**src/rtl/ac97_reg_ctrl.sv**
```systemverilog
// ac97_reg_ctrl: AC97 codec register read/write sequencer driving command slots 1/2
module ac97_reg_ctrl #(
  parameter int TIMEOUT_FRAMES = 4
) (
  input  logic        clock,
  input  logic        reset_n,
  input  logic        codec_ready,
  input  logic        frame_start,
  input  logic        cmd_valid,
  output logic        cmd_ready,
  input  logic        cmd_rd,
  input  logic [6:0]  cmd_addr,
  input  logic [15:0] cmd_wdata,
  output logic        slot_valid,
  output logic [19:0] slot1_out,
  output logic [19:0] slot2_out,
  input  logic        rsp_in_valid,
  input  logic [6:0]  rsp_in_addr,
  input  logic [15:0] rsp_in_data,
  output logic        done,
  output logic        done_err,
  output logic [15:0] rdata,
  output logic        busy
);
  localparam logic [1:0] WAIT_RDY = 2'd0;
  localparam logic [1:0] IDLE     = 2'd1;
  localparam logic [1:0] ISSUE    = 2'd2;
  localparam logic [1:0] WAIT_RSP = 2'd3;
  localparam logic [3:0] TO       = 4'(TIMEOUT_FRAMES);
  logic [1:0]  state_q, state_d;
  logic [3:0]  cnt_q, cnt_d, cnt_inc;
  logic [6:0]  addr_q, addr_d;
  logic        rd_q, rd_d;
  logic        slot_valid_q, slot_valid_d;
  logic [19:0] slot1_q, slot1_d, slot2_q, slot2_d;
  logic        done_q, done_d, err_q, err_d;
  logic [15:0] rdata_q, rdata_d;
  logic        match;
  assign cmd_ready  = (state_q == IDLE) && codec_ready;
  assign busy       = state_q != IDLE;
  assign slot_valid = slot_valid_q;
  assign slot1_out  = slot1_q;
  assign slot2_out  = slot2_q;
  assign done       = done_q;
  assign done_err   = err_q;
  assign rdata      = rdata_q;
  assign cnt_inc    = cnt_q + 4'd1;
  assign match      = rsp_in_valid && (rsp_in_addr == addr_q);
  always_comb begin
    state_d      = state_q;
    cnt_d        = cnt_q;
    addr_d       = addr_q;
    rd_d         = rd_q;
    slot_valid_d = slot_valid_q;
    slot1_d      = slot1_q;
    slot2_d      = slot2_q;
    done_d       = 1'b0;
    err_d        = 1'b0;
    rdata_d      = rdata_q;
    case (state_q)
      WAIT_RDY: state_d = codec_ready ? IDLE : WAIT_RDY;
      IDLE: begin
        if (!codec_ready) state_d = WAIT_RDY;
        else if (cmd_valid) begin
          state_d      = ISSUE;
          rd_d         = cmd_rd;
          addr_d       = cmd_addr;
          slot_valid_d = 1'b1;
          slot1_d      = {cmd_rd, cmd_addr, 12'h000};
          slot2_d      = cmd_rd ? 20'h00000 : {cmd_wdata, 4'h0};
        end
      end
      ISSUE: begin
        // slots stay put until the link engine has sampled them on a frame_start
        if (!codec_ready || frame_start) begin
          slot_valid_d = 1'b0;
          slot1_d      = 20'h00000;
          slot2_d      = 20'h00000;
        end
        if (!codec_ready) begin
          state_d = WAIT_RDY;
          done_d  = 1'b1;
          err_d   = 1'b1;
        end else if (frame_start) begin
          state_d = rd_q ? WAIT_RSP : IDLE;
          done_d  = !rd_q;
          cnt_d   = 4'd0;
        end
      end
      WAIT_RSP: begin
        if (!codec_ready) begin
          state_d = WAIT_RDY;
          done_d  = 1'b1;
          err_d   = 1'b1;
        end else if (match) begin
          state_d = IDLE;
          done_d  = 1'b1;
          rdata_d = rsp_in_data;
        end else if (frame_start) begin
          cnt_d = cnt_inc;
          if (cnt_inc == TO) begin
            state_d = IDLE;
            done_d  = 1'b1;
            err_d   = 1'b1;
            rdata_d = 16'h0000;
          end
        end
      end
      default: state_d = WAIT_RDY;
    endcase
  end
  always_ff @(posedge clock or negedge reset_n) begin
    if (!reset_n) begin
      state_q      <= WAIT_RDY;
      cnt_q        <= 4'd0;
      addr_q       <= 7'd0;
      rd_q         <= 1'b0;
      slot_valid_q <= 1'b0;
      slot1_q      <= 20'h00000;
      slot2_q      <= 20'h00000;
      done_q       <= 1'b0;
      err_q        <= 1'b0;
      rdata_q      <= 16'h0000;
    end else begin
      state_q      <= state_d;
      cnt_q        <= cnt_d;
      addr_q       <= addr_d;
      rd_q         <= rd_d;
      slot_valid_q <= slot_valid_d;
      slot1_q      <= slot1_d;
      slot2_q      <= slot2_d;
      done_q       <= done_d;
      err_q        <= err_d;
      rdata_q      <= rdata_d;
    end
  end
endmodule
```
**config.mk**
```make
export PLATFORM = sky130hd
export DESIGN_NAME = ac97_reg_ctrl
export DESIGN_NICKNAME = d
export VERILOG_FILES = /design/src/rtl/ac97_reg_ctrl.sv
export SDC_FILE = /design/constraint.sdc
export NUM_CORES = 1
export LEC_CHECK = 0
export BUFFER_PORTS_ARGS = -buffer_cell sky130_fd_sc_hd__buf_2
export CAP_MARGIN = 20
export CORE_MARGIN = 4
export CORE_UTILIZATION = 40
export CTS_CLUSTER_DIAMETER = 120
export CTS_CLUSTER_SIZE = 10
export DETAILED_ROUTE_END_ITERATION = 8
export PLACE_DENSITY = 0.69
export SLEW_MARGIN = 20
export SYNTH_ARGS = -nofsm -noshare
export SYNTH_HDL_FRONTEND = slang
export SYNTH_SLANG_ARGS = --single-unit
```
**constraint.sdc**
```tcl
create_clock -name clock -period 4.5 [get_ports clock]
set_input_delay 1.35 -clock clock [delete_from_list [all_inputs] [get_ports clock]]
set_output_delay 1.35 -clock clock [all_outputs]
set_load 0.03 [all_outputs]
```
After elaboration in Yosys (flattened, before gate mapping). Cells that the tools add are included.

Bits in registers: 73. Bits of input ports: 53. Output and inout bits: 61. Word-level logic and storage cells: 87.

$add $sub $neg: 1. Equality and inequality tests: 18. Muxes and demuxes: 43. Reductions and logical operators: 15.

Operators by type and width (number): $mux W20 (6); $pmux W20 S2 (2); $mux W16 (3); $mux W4 (5); $mux W2 (9); $ne A2 B2 Y1 const B (8); $mux W1 (13); $reduce_and A4 Y1 (3); $ne A4 B4 Y1 const B (2); $pmux W2 S4 (1); $pmux W4 S2 (1); $reduce_bool A2 Y1 (4); $eq A7 B7 Y1 (1); $ne A3 B3 Y1 const B (2); $pmux W1 S2 (3); $reduce_and A6 Y1 (1); $add A4 B1 Y4 const B (1); $eq A2 B2 Y1 const B (2); $eq A4 B3 Y1 const B (1); $reduce_and A3 Y1 (1); $eq A2 B1 Y1 const B (1); $logic_and A1 B1 Y1 (2); $logic_not A1 Y1 (2); $logic_not A2 Y1 (1); 2 further kinds (2).

Logic depth before layout (Yosys ltp). Gate-level depths: netlist of the first run.

Depth after elaboration: 7. Depth in mapped cells: 8. Gate-level depth less buffers: 7.

Worst setup path after synthesis of the first run. No wires, ideal clock.

Kind: input port to output port. Start: input port codec_ready. End: output port cmd_ready. Arrival: 1896 ps. Required time: 3150 ps. Setup slack: 1254 ps. Stages: 2. Path buffers: 0. Path through: inv_1 -> nor2_1.

Cells in the longest elaborated chain, start to end: 1.

Ends and longest elaborated chain: from (decl) (line 7) `input logic codec_ready,`; $logic_and A1 B1 Y1 (line 39) `assign cmd_ready = (state_q == IDLE) && codec_ready;`; to (decl) (line 10) `output logic cmd_ready,`.

Every way passes these cells.

Final worst setup path of the first run. Same ends and word-level chain as after synthesis.

==> results of run 1 <==
==> power by group through the flow <==
| stage | sequential [mW] | combinational (mW) | clock [mW] |
|---|---|---|---|
| global placement | 0.739 | 0.640 | 0 |
| detailed placement | 0.738 | 0.654 | 0 |
| global route | 0.757 | 0.698 | 0.459 |
| floorplan | 0.899 | 0.307 | 0 |
| finish | 0.736 | 0.641 | 0.426 |
| CTS | 0.736 | 0.650 | 0.440 |
==> per-stage QoR <==
| stage | cells | cell area (um^2) | hold WS (ps) | total power [mW] | worst slack (ps) |
|---|---|---|---|---|---|
| after detailed placement | 369 | 3048 | 481.3 | 1.391 | 1101 |
| final | 384 | 3228 | 497.4 | 1.803 | 1096 |
| after global placement | 369 | 3048 | 478.3 | 1.380 | 1127 |
| after floorplan | 221 | 2636 | 496.9 | 1.206 | 1254 |
| after global routing | 384 | 3228 | 508.0 | 1.914 | 1027 |
| after CTS | 384 | 3228 | 498.7 | 1.826 | 1098 |
==> flip-flops by register name, indices dropped and copies added, names as in the netlist, 2 cells and up <==
signal and flops:
cnt_q 4, slot2_out 16, rdata 16, slot1_out 8, addr_q 7, state_q 2
==> critical path, cell delays in order <==
cell	delay, ps
buf_2	150
inv_1	110
nor2_1	200
buf_2	240
==> layout make-up <==
class / count / share of cell area
Sequential cell: 57 / 0.4419
Multi-Input combinational cell: 134 / 0.3147
Timing Repair Buffer: 98 / 0.1527
Clock buffer: 12 / 0.05116
Tap cell: 75 / 0.02907
Inverter: 5 / 0.005814
Clock inverter: 3 / 0.004651
==> worst min-delay path by stage <==
stage | slack, ps | end | depth (start not counted)
4_1_cts | 500 | slot1_out[16] | 1
6_report | 500 | slot1_out[18] | 1
5_1_grt | 510 | rdata[15] | 1
2_1_floorplan | 500 | rd_q | 1
3_5_place_dp | 480 | slot1_out[18] | 1
3_3_place_gp | 480 | slot1_out[12] | 1
==> cell usage in the layout, fill, tap and decap left out, drive strengths merged <==
master / n
nor3: 1
nand2: 6
nand4: 3
and2: 2
nand2b: 1
or4: 1
a21oi: 5
conb: 16
or2: 1
a22o: 44
o311ai: 1
and3: 2
o22a: 1
buf: 98
mux2: 10
nor2: 6
o221ai: 1
o2111ai: 1
inv: 5
dfrtp: 57
a211o: 2
a21bo: 1
xnor2: 8
or3b: 1
nand4b: 2
nor2b: 1
o211ai: 2
clkbuf: 12
clkinv: 3
nand3: 3
o21ai: 5
nor4b: 1
o21bai: 1
ha: 5
==> routing by layer <==
layer,GRT usage,part of all wire,vias to the layer above
li1,-,-,930
met5,0,0,-
met3,0.05400,0.089,10
met2,0.2243,0.45,82
met4,0.07005,0.020,0
met1,0.2051,0.44,935
==> kinds of logic after synthesis <==
family | count (synthesis) | share of synthesized area
DFF | 57 | 0.5529
buffers and inverters | 30 | 0.07517
adders and majority gates | 5 | 0.02425
AOI/OAI and AO/OA | 64 | 0.2042
muxes | 10 | 0.04365
and+or+nand+nor | 31 | 0.07130
xor gates and xnor gates | 8 | 0.02716
other | 1 | 0.001454
==> metrics.cfg, run 1 <==
[floorplanning]
die_h_um=88.31
dieArea_um2=7799
num_rows=28
core_area_um2=6096
start_util=0.4232
boundaryPins=114
fp.dieW_um=88.31

[global_routing]
grt_util_all_layers=0.1534
grt_first_pass_wirelength_mm=9.170
antenna_found_initial=0
grt_pass1_vias=1918
grt_max_degree=40
grt_overflow=0

[sta]
drv_slew=0
finalSetupTns_ps=0
hold_viol=0
grt_setup_unrepaired=no
fin_crit_sh=0.7565
relSlewSlack=0.4437
worst_slew_pin_slew_ps=834.4
clock_skew_ps=10.01
setup_viol=0
fmax_mhz=293.8
period_minus_slack_ps=3404

[synthesis]
syn_area_um2=2580
avgSynthCellArea_um2=12.52
ys_seq_elements=57
synthTopCellsByCount=57 x dfrtp_1, 44 x a22o_1, 17 x buf_4, 10 x mux2_2, 8 x xnor2_1
synth_ff_type=dfrtp_1
yosysSeqAreaShare=0.5529
postSynthCellCount=206
yosys_warnings=0
synth_edf_count=0
synth.most_common_cell=dfrtp_1
netlist-cell-type-count=36
synth_top_cell_by_area=dfrtp_1
synth_area_leaders=dfrtp_1 55%, a22o_1 15%, buf_4 4.9%, mux2_2 4.4%, xnor2_1 2.7%
synthDominantCellAreaShare=0.5529
synthArstFlopShare=1.000

[worst_setup_path]
critPathArrivalTime_ps=2050
reg2regPathDepth=7
worstSetupEndpoint=cmd_ready
crit_path_max_fanout=8
startpoint=codec_ready
r2r-end=slot1_out[13]
path_class=input port to output pin
start_kind=input port
r2r-start=state_q[1]
crit_path_end_kind=output pin
crit_required_ps=3150
reg2reg_slack_ps=2380

[clock_network]
clk-insertion-delay-late_ps=320
cts_resized=0
hold_buffers=0
root_buffer=clkbuf_8
cts_made_buffers=9
clk_pin_slew_worst_paths_ps=60
post-cts-setup-buffers=0
cts_buffer_depth=2
cts.sinks=57
cts-htree-levels=3
cts_tree=done

[finish]
drive_above_1_share=0.4110
nets=363
fill_cells=553
antenna_cells=0
multi_input_area_um2=1016
utilization=0.5296
syn_to_final_growth_pct=25.12
seqCellArea_um2=1426

[drt]
firstDrtPassIters=4
vias=1957
post_drt_wl_per_cell_um=14.90
drt_iter0_drc=98
ant_nets=0
route.detailed.drc=0
drt-total-wl_mm=5.723
viasPerCell=5.096

[pwr]
leakagePower_nw=1.727
p_int_mw=1.124
peakVddDrop_uv=371.5
p_clk_frac=0.236
switching_power_mw=0.6781
combPwrFrac=0.355
seqPwrFrac=0.409
swShare=0.3762
power_density_nw_per_um2=558.4

[placed_design]
place_hpwl_mm=4.255
finalWeightedCongestion=0.8078
portBuffers=97

[min_path]
hold_path_class=flop to flop
worstHoldStart=slot1_out[18]

[run]
drv_cap=0

[run_status]
status=complete, no violations

Power figures use the tool's default switching activity.
==> inputs of run 2 (changes only) <==
Clock period 4.5 ns to 3.22 ns, I/O delays scaled along.
==> metrics.cfg, run 2 (same netlist as run 1, synthesis figures left out) <==
[finish]
utilization=0.5386  ; was 0.5296
final_common_cell=buf_2  ; unchanged
instances_no_fill=386  ; was 384
final_area_um2=3283  ; was 3228 um^2
nets=364  ; was 363
final_cell_mix=97 x buf_2, 57 x dfrtp_1, 44 x a22o_1  ; unchanged
antenna_cells=0  ; unchanged
seqCellArea_um2=1426  ; unchanged
drive_above_1_share=0.4148  ; was 0.4110
syn_to_final_growth_pct=27.26  ; was 25.12%
fill_cells=558  ; was 553
multi_input_area_um2=1016  ; unchanged

[pwr]
power_density_nw_per_um2=818.6  ; was 558.4 nW/um^2
peakVddDrop_uv=568.3  ; was 371.5 uV
leakagePower_nw=1.746  ; was 1.727 nW

[worst_setup_path]
crit_path_end_kind=output pin  ; unchanged
crit_path_max_fanout=8  ; unchanged
critPathArrivalTime_ps=1670  ; was 2050 ps
reg2regPathDepth=7  ; unchanged
cp_num_buf_inv=3  ; unchanged
crit_required_ps=2250  ; was 3150 ps
reg2reg_slack_ps=1090  ; was 2380 ps
r2r-end=slot2_out[4]  ; was slot1_out[13]
path_delay_family=buffers and inverters  ; unchanged
path_class=input port to output pin  ; unchanged
crit_chain=buf_2 > inv_1 > nor2_1 > buf_2  ; unchanged
start_kind=input port  ; unchanged
crit_path_max_incr_delay_ps=240  ; about the same
r2r-start=state_q[1]  ; unchanged
critPathSlowestCell=buf_2  ; unchanged
path_common_cell=buf_2  ; unchanged

[min_path]
hold_depth=1  ; unchanged
hold_path_class=flop to flop  ; unchanged
hold_end=slot1_out[13]  ; was slot1_out[18]
worstHoldStart=slot1_out[13]  ; was slot1_out[18]

[sta]
finalSetupTns_ps=0  ; unchanged
fin_crit_sh=0.8184
worst_slew_pin_slew_ps=788.3  ; was 834.4 ps
drv_slew=0  ; unchanged
clock_skew_ps=10.91  ; was 10.01 ps
setup_viol=0  ; unchanged
fmax_mhz=379.5
holdWs_ps=498.0  ; was 497.4 ps
relSlewSlack=0.4745  ; was 0.4437
grt_setup_unrepaired=no  ; unchanged
hold_viol=0  ; unchanged
period_minus_slack_ps=2635

[drt]
route.detailed.drc=0  ; unchanged
firstDrtPassIters=4  ; unchanged
met1Wirelength_mm=2.700  ; was 2.542 mm
post_drt_wl_per_cell_um=15.23  ; was 14.90 um
top_layer_used=met4  ; unchanged
drt-total-wl_mm=5.879  ; was 5.723 mm
drt_iter0_drc=84  ; was 98
dr_wl_met2_mm=2.611  ; was 2.557 mm
dr_wl_met3_um=524  ; was 510 um
ant_nets=0  ; unchanged
viasPerCell=5.140  ; was 5.096
vias=1984  ; was 1,957

[global_routing]
grt_first_pass_wirelength_mm=9.252  ; was 9.170 mm
antenna_found_initial=0  ; unchanged
grt_util_all_layers=0.1536  ; was 0.1534
grt_max_degree=32  ; was 40
grt_pass1_vias=1987  ; was 1,918
grt_overflow=0  ; unchanged

[floorplanning]
fp.dieW_um=88.31  ; unchanged
boundaryPins=114  ; unchanged
core_area_um2=6096  ; unchanged
start_util=0.4232  ; unchanged
dieArea_um2=7799  ; unchanged
num_rows=28  ; unchanged
die_h_um=88.31  ; unchanged

[clock_network]
root_buffer=clkbuf_8  ; unchanged
cts_buffer_depth=2  ; unchanged
cts_made_buffers=9  ; unchanged
cts_resized=0  ; unchanged
hold_buffers=0  ; unchanged
post-cts-setup-buffers=0  ; unchanged
clk-insertion-delay-late_ps=330  ; was 320 ps
clk_pin_slew_worst_paths_ps=70  ; was 60 ps
cts_tree=done  ; unchanged
cts-htree-levels=3  ; unchanged
cts.sinks=57  ; unchanged

[placed_design]
place_hpwl_mm=4.380  ; was 4.255 mm
dpl.cell_count=370  ; was 369
place_area_um2=3055  ; was 3048 um^2
finalWeightedCongestion=0.8247  ; was 0.8078
portBuffers=97  ; unchanged

[run_status]
status=complete, no violations  ; unchanged

[run]
drv_cap=0  ; unchanged

## run 2: cell count changes in the layout (fill, tap and decap cells not counted), sizes merged
cell      delta
buf          +1
bufinv       +2
clkbuf       -2
clkinv       -1
clkinvlp     +1
inv          +1
## run 2: worst max path at each step
stage | start | end | depth (start not counted)
final | codec_ready | cmd_ready | 4
after global routing | state_q[1] | cmd_ready | 5
after CTS | codec_ready | cmd_ready | 4
after detailed placement | codec_ready | cmd_ready | 4
after global placement | codec_ready | cmd_ready | 4
after floorplan | codec_ready | cmd_ready | 2
## run 2: worst register-to-register path: cells and delay by family (launching register included)
kind | cells | cell delay, ps
AND/OR/NAND/NOR | 3 | 970
flip-flops | 1 | 420
adder cells (fa/ha/maj) | 1 | 230
AO/OA/AOI/OAI | 1 | 230
buffers and inverters | 2 | 210
## run 2: cell type report
class,count,share of cell area
Multi-Input combinational cell,134,0.3094
Clock inverter,6,0.02744
Inverter,5,0.005716
Sequential cell,57,0.4345
Clock buffer,10,0.04192
Tap cell,75,0.02858
Timing Repair Buffer,99,0.1524
## run 2: stage by stage
| stage | power, mW | setup WS (ps) |
|---|---|---|
| finish | 2.688 | 584.9 |
| global placement | 1.929 | 624.0 |
| CTS | 2.717 | 587.8 |
| global route | 2.843 | 471.0 |
| floorplan | 1.686 | 741.9 |
| detailed placement | 1.948 | 596.8 |
## run 2: routing by layer
layer | track usage | up-vias
met5 | 0 | -
li1 | - | 930
met3 | 0.05959 | 4
met2 | 0.2230 | 87
met1 | 0.2136 | 963
met4 | 0.04533 | 0
## run 2: power by group
part           total [mW]  internal [mW]  switching, mW
Sequential           1.03          0.902          0.131
Combinational       0.901          0.336          0.564
Clock               0.754          0.459          0.295
Total                2.69           1.70          0.990
==> inputs of run 3 (changes only) <==
Clock period 3.22 ns to 2.6 ns, I/O delays scaled along.
==> metrics.cfg, run 3 (same netlist as run 1, synthesis figures left out) <==
[run_status]
status=complete, no violations  ; unchanged

[clock_network]
cts_resized=0  ; unchanged
cts-htree-levels=3  ; unchanged
clk_pin_slew_worst_paths_ps=70  ; about the same
cts_made_buffers=9  ; unchanged
root_buffer=clkbuf_8  ; unchanged
post-cts-setup-buffers=0  ; unchanged
cts.sinks=57  ; unchanged
hold_buffers=0  ; unchanged
cts_buffer_depth=2  ; unchanged
cts_tree=done  ; unchanged
clk-insertion-delay-late_ps=340  ; was 330 ps

[finish]
antenna_cells=0  ; unchanged
final_area_um2=3304  ; was 3283 um^2
final_common_cell=buf_2  ; unchanged
syn_to_final_growth_pct=28.08  ; was 27.26%
final_cell_mix=97 x buf_2, 57 x dfrtp_1, 44 x a22o_1  ; unchanged
drive_above_1_share=0.4204  ; was 0.4148
instances_no_fill=389  ; was 386
nets=367  ; was 364

[sta]
drv_slew=0  ; unchanged
relSlewSlack=0.4755  ; was 0.4745
clock_skew_ps=6.161  ; was 10.91 ps
period_minus_slack_ps=2410
timing.final.ws_setup_ps=189.9  ; was 584.9 ps
holdWs_ps=266.0  ; was 498.0 ps
grt_setup_unrepaired=no  ; unchanged
worst_slew_pin_slew_ps=786.8  ; was 788.3 ps
setup_viol=0  ; unchanged
fmax_mhz=414.9
finalSetupTns_ps=0  ; unchanged
hold_viol=0  ; unchanged
fin_crit_sh=0.9269

[global_routing]
grt_overflow=0  ; unchanged
grt_max_degree=28  ; was 32
grt_pass1_vias=2036  ; was 1,987
grt_util_all_layers=0.1605  ; was 0.1536
grt_first_pass_wirelength_mm=9.701  ; was 9.252 mm
antenna_found_initial=0  ; unchanged

[floorplanning]
dieArea_um2=7799  ; unchanged
boundaryPins=114  ; unchanged
fp.dieW_um=88.31  ; unchanged
num_rows=28  ; unchanged
die_h_um=88.31  ; unchanged
start_util=0.4232  ; unchanged
core_area_um2=6096  ; unchanged

[pwr]
p_int_mw=2.085  ; was 1.697 mW
switching_power_mw=1.252  ; was 0.9901 mW
leakagePower_nw=1.760  ; was 1.746 nW
power_density_nw_per_um2=1010  ; was 818.6 nW/um^2
p_clk_frac=0.282  ; was 0.280
combPwrFrac=0.336  ; was 0.335
peakVddDrop_uv=711.8  ; was 568.3 uV
seqPwrFrac=0.382  ; was 0.384
swShare=0.3752  ; was 0.3684

[drt]
route.detailed.drc=0  ; unchanged
drt-total-wl_mm=5.978  ; was 5.879 mm
post_drt_wl_per_cell_um=15.37  ; was 15.23 um
firstDrtPassIters=4  ; unchanged
vias=1964  ; was 1,984
drt_iter0_drc=76  ; was 84
ant_nets=0  ; unchanged
viasPerCell=5.049  ; was 5.140

[worst_setup_path]
start_kind=flop  ; was input port
crit_path_max_incr_delay_ps=420  ; was 240 ps
critPathArrivalTime_ps=1630  ; was 1670 ps
crit_required_ps=1820  ; was 2250 ps
crit_path_max_fanout=4  ; was 8
path_common_cell=inv_1  ; was buf_2
critPathSlowestCell=dfrtp_1  ; was buf_2
path_class=flop to output pin  ; was input port to output pin
crit_path_end_kind=output pin  ; unchanged
crit_chain=inv_1 > ha_1 > inv_1 > nor2_1 > buf_2  ; was buf_2 > inv_1 > nor2_1 > buf_2

[placed_design]
dpl.cell_count=373  ; was 370
portBuffers=97  ; unchanged
place_hpwl_mm=4.387  ; was 4.380 mm
place_ws_ps=330.0  ; was 596.8 ps
place_area_um2=3078  ; was 3055 um^2
finalWeightedCongestion=0.8181  ; was 0.8247

[min_path]
hold_path_class=input port to asynchronous set/reset pin  ; was flop to flop

[run]
drv_cap=0  ; unchanged

-- run 3: cell count changes in the layout (fill, tap and decap cells not counted) --
cell,change
clkinv_4,+2
clkbuf_8,-1
clkinv_2,-1
buf_4,+3
-- run 3: area by class of cell --
type                       count  area, um^2
multi-input combinational    134        1016
timing repair buffer         102       523.0
clock buffer                   9       123.9
fill                         566        2791
tap                           75       93.84
sequential                    57        1426
inverter                       5       18.77
clock inverter                 7       102.6
-- run 3: power by group through the flow --
stage / registers [mW] / clock network (mW) / logic, mW
after floorplan: 1.56 / 0 / 0.532
final: 1.28 / 0.939 / 1.12
after global placement: 1.28 / 0 / 1.11
after detailed placement: 1.28 / 0 / 1.14
after global routing: 1.31 / 0.997 / 1.21
after CTS: 1.28 / 0.960 / 1.14
-- run 3: path summary, 6_finish.rpt --
kind	from	to	slack (ps)	depth (start not counted)
min in group clock	slot2_out[10]	slot2_out[10]	500	1
max in group asynchronous	reset_n	rdata[13]	1750	2
worst max-delay path	state_q[1]	cmd_ready	190	5
worst max register to register	state_q[0]	slot2_out[8]	470	5
worst min-delay path	reset_n	slot1_out[14]	270	1
worst min register to register	slot2_out[10]	slot2_out[10]	500	1
-- run 3: critical path: cells and delay by family (launching register included) --
family,cells,cell delay (ps)
adder cells (fa/ha/maj),1,220
buffers and inverters,3,430
flip-flops,1,420
AND/OR/NAND/NOR,1,210
-- run 3: routing by layer --
| metal | wire, um | track usage | vias to the layer above |
|---|---|---|---|
| met4 | 85 | 0.07280 | 0 |
| met2 | 2635 | 0.2291 | 89 |
| met1 | 2682 | 0.2249 | 930 |
| met3 | 575 | 0.04842 | 8 |
| met5 | 0 | 0 | - |
| li1 | - | - | 937 |
-- run 3: metrics by stage --
stage            util  power [mW]
2_1_floorplan       -       2.088
3_3_place_gp   0.5049       2.397
3_5_place_dp   0.5049       2.421
4_1_cts        0.5421       3.375
5_1_grt        0.5421       3.518
6_report       0.5421       3.336
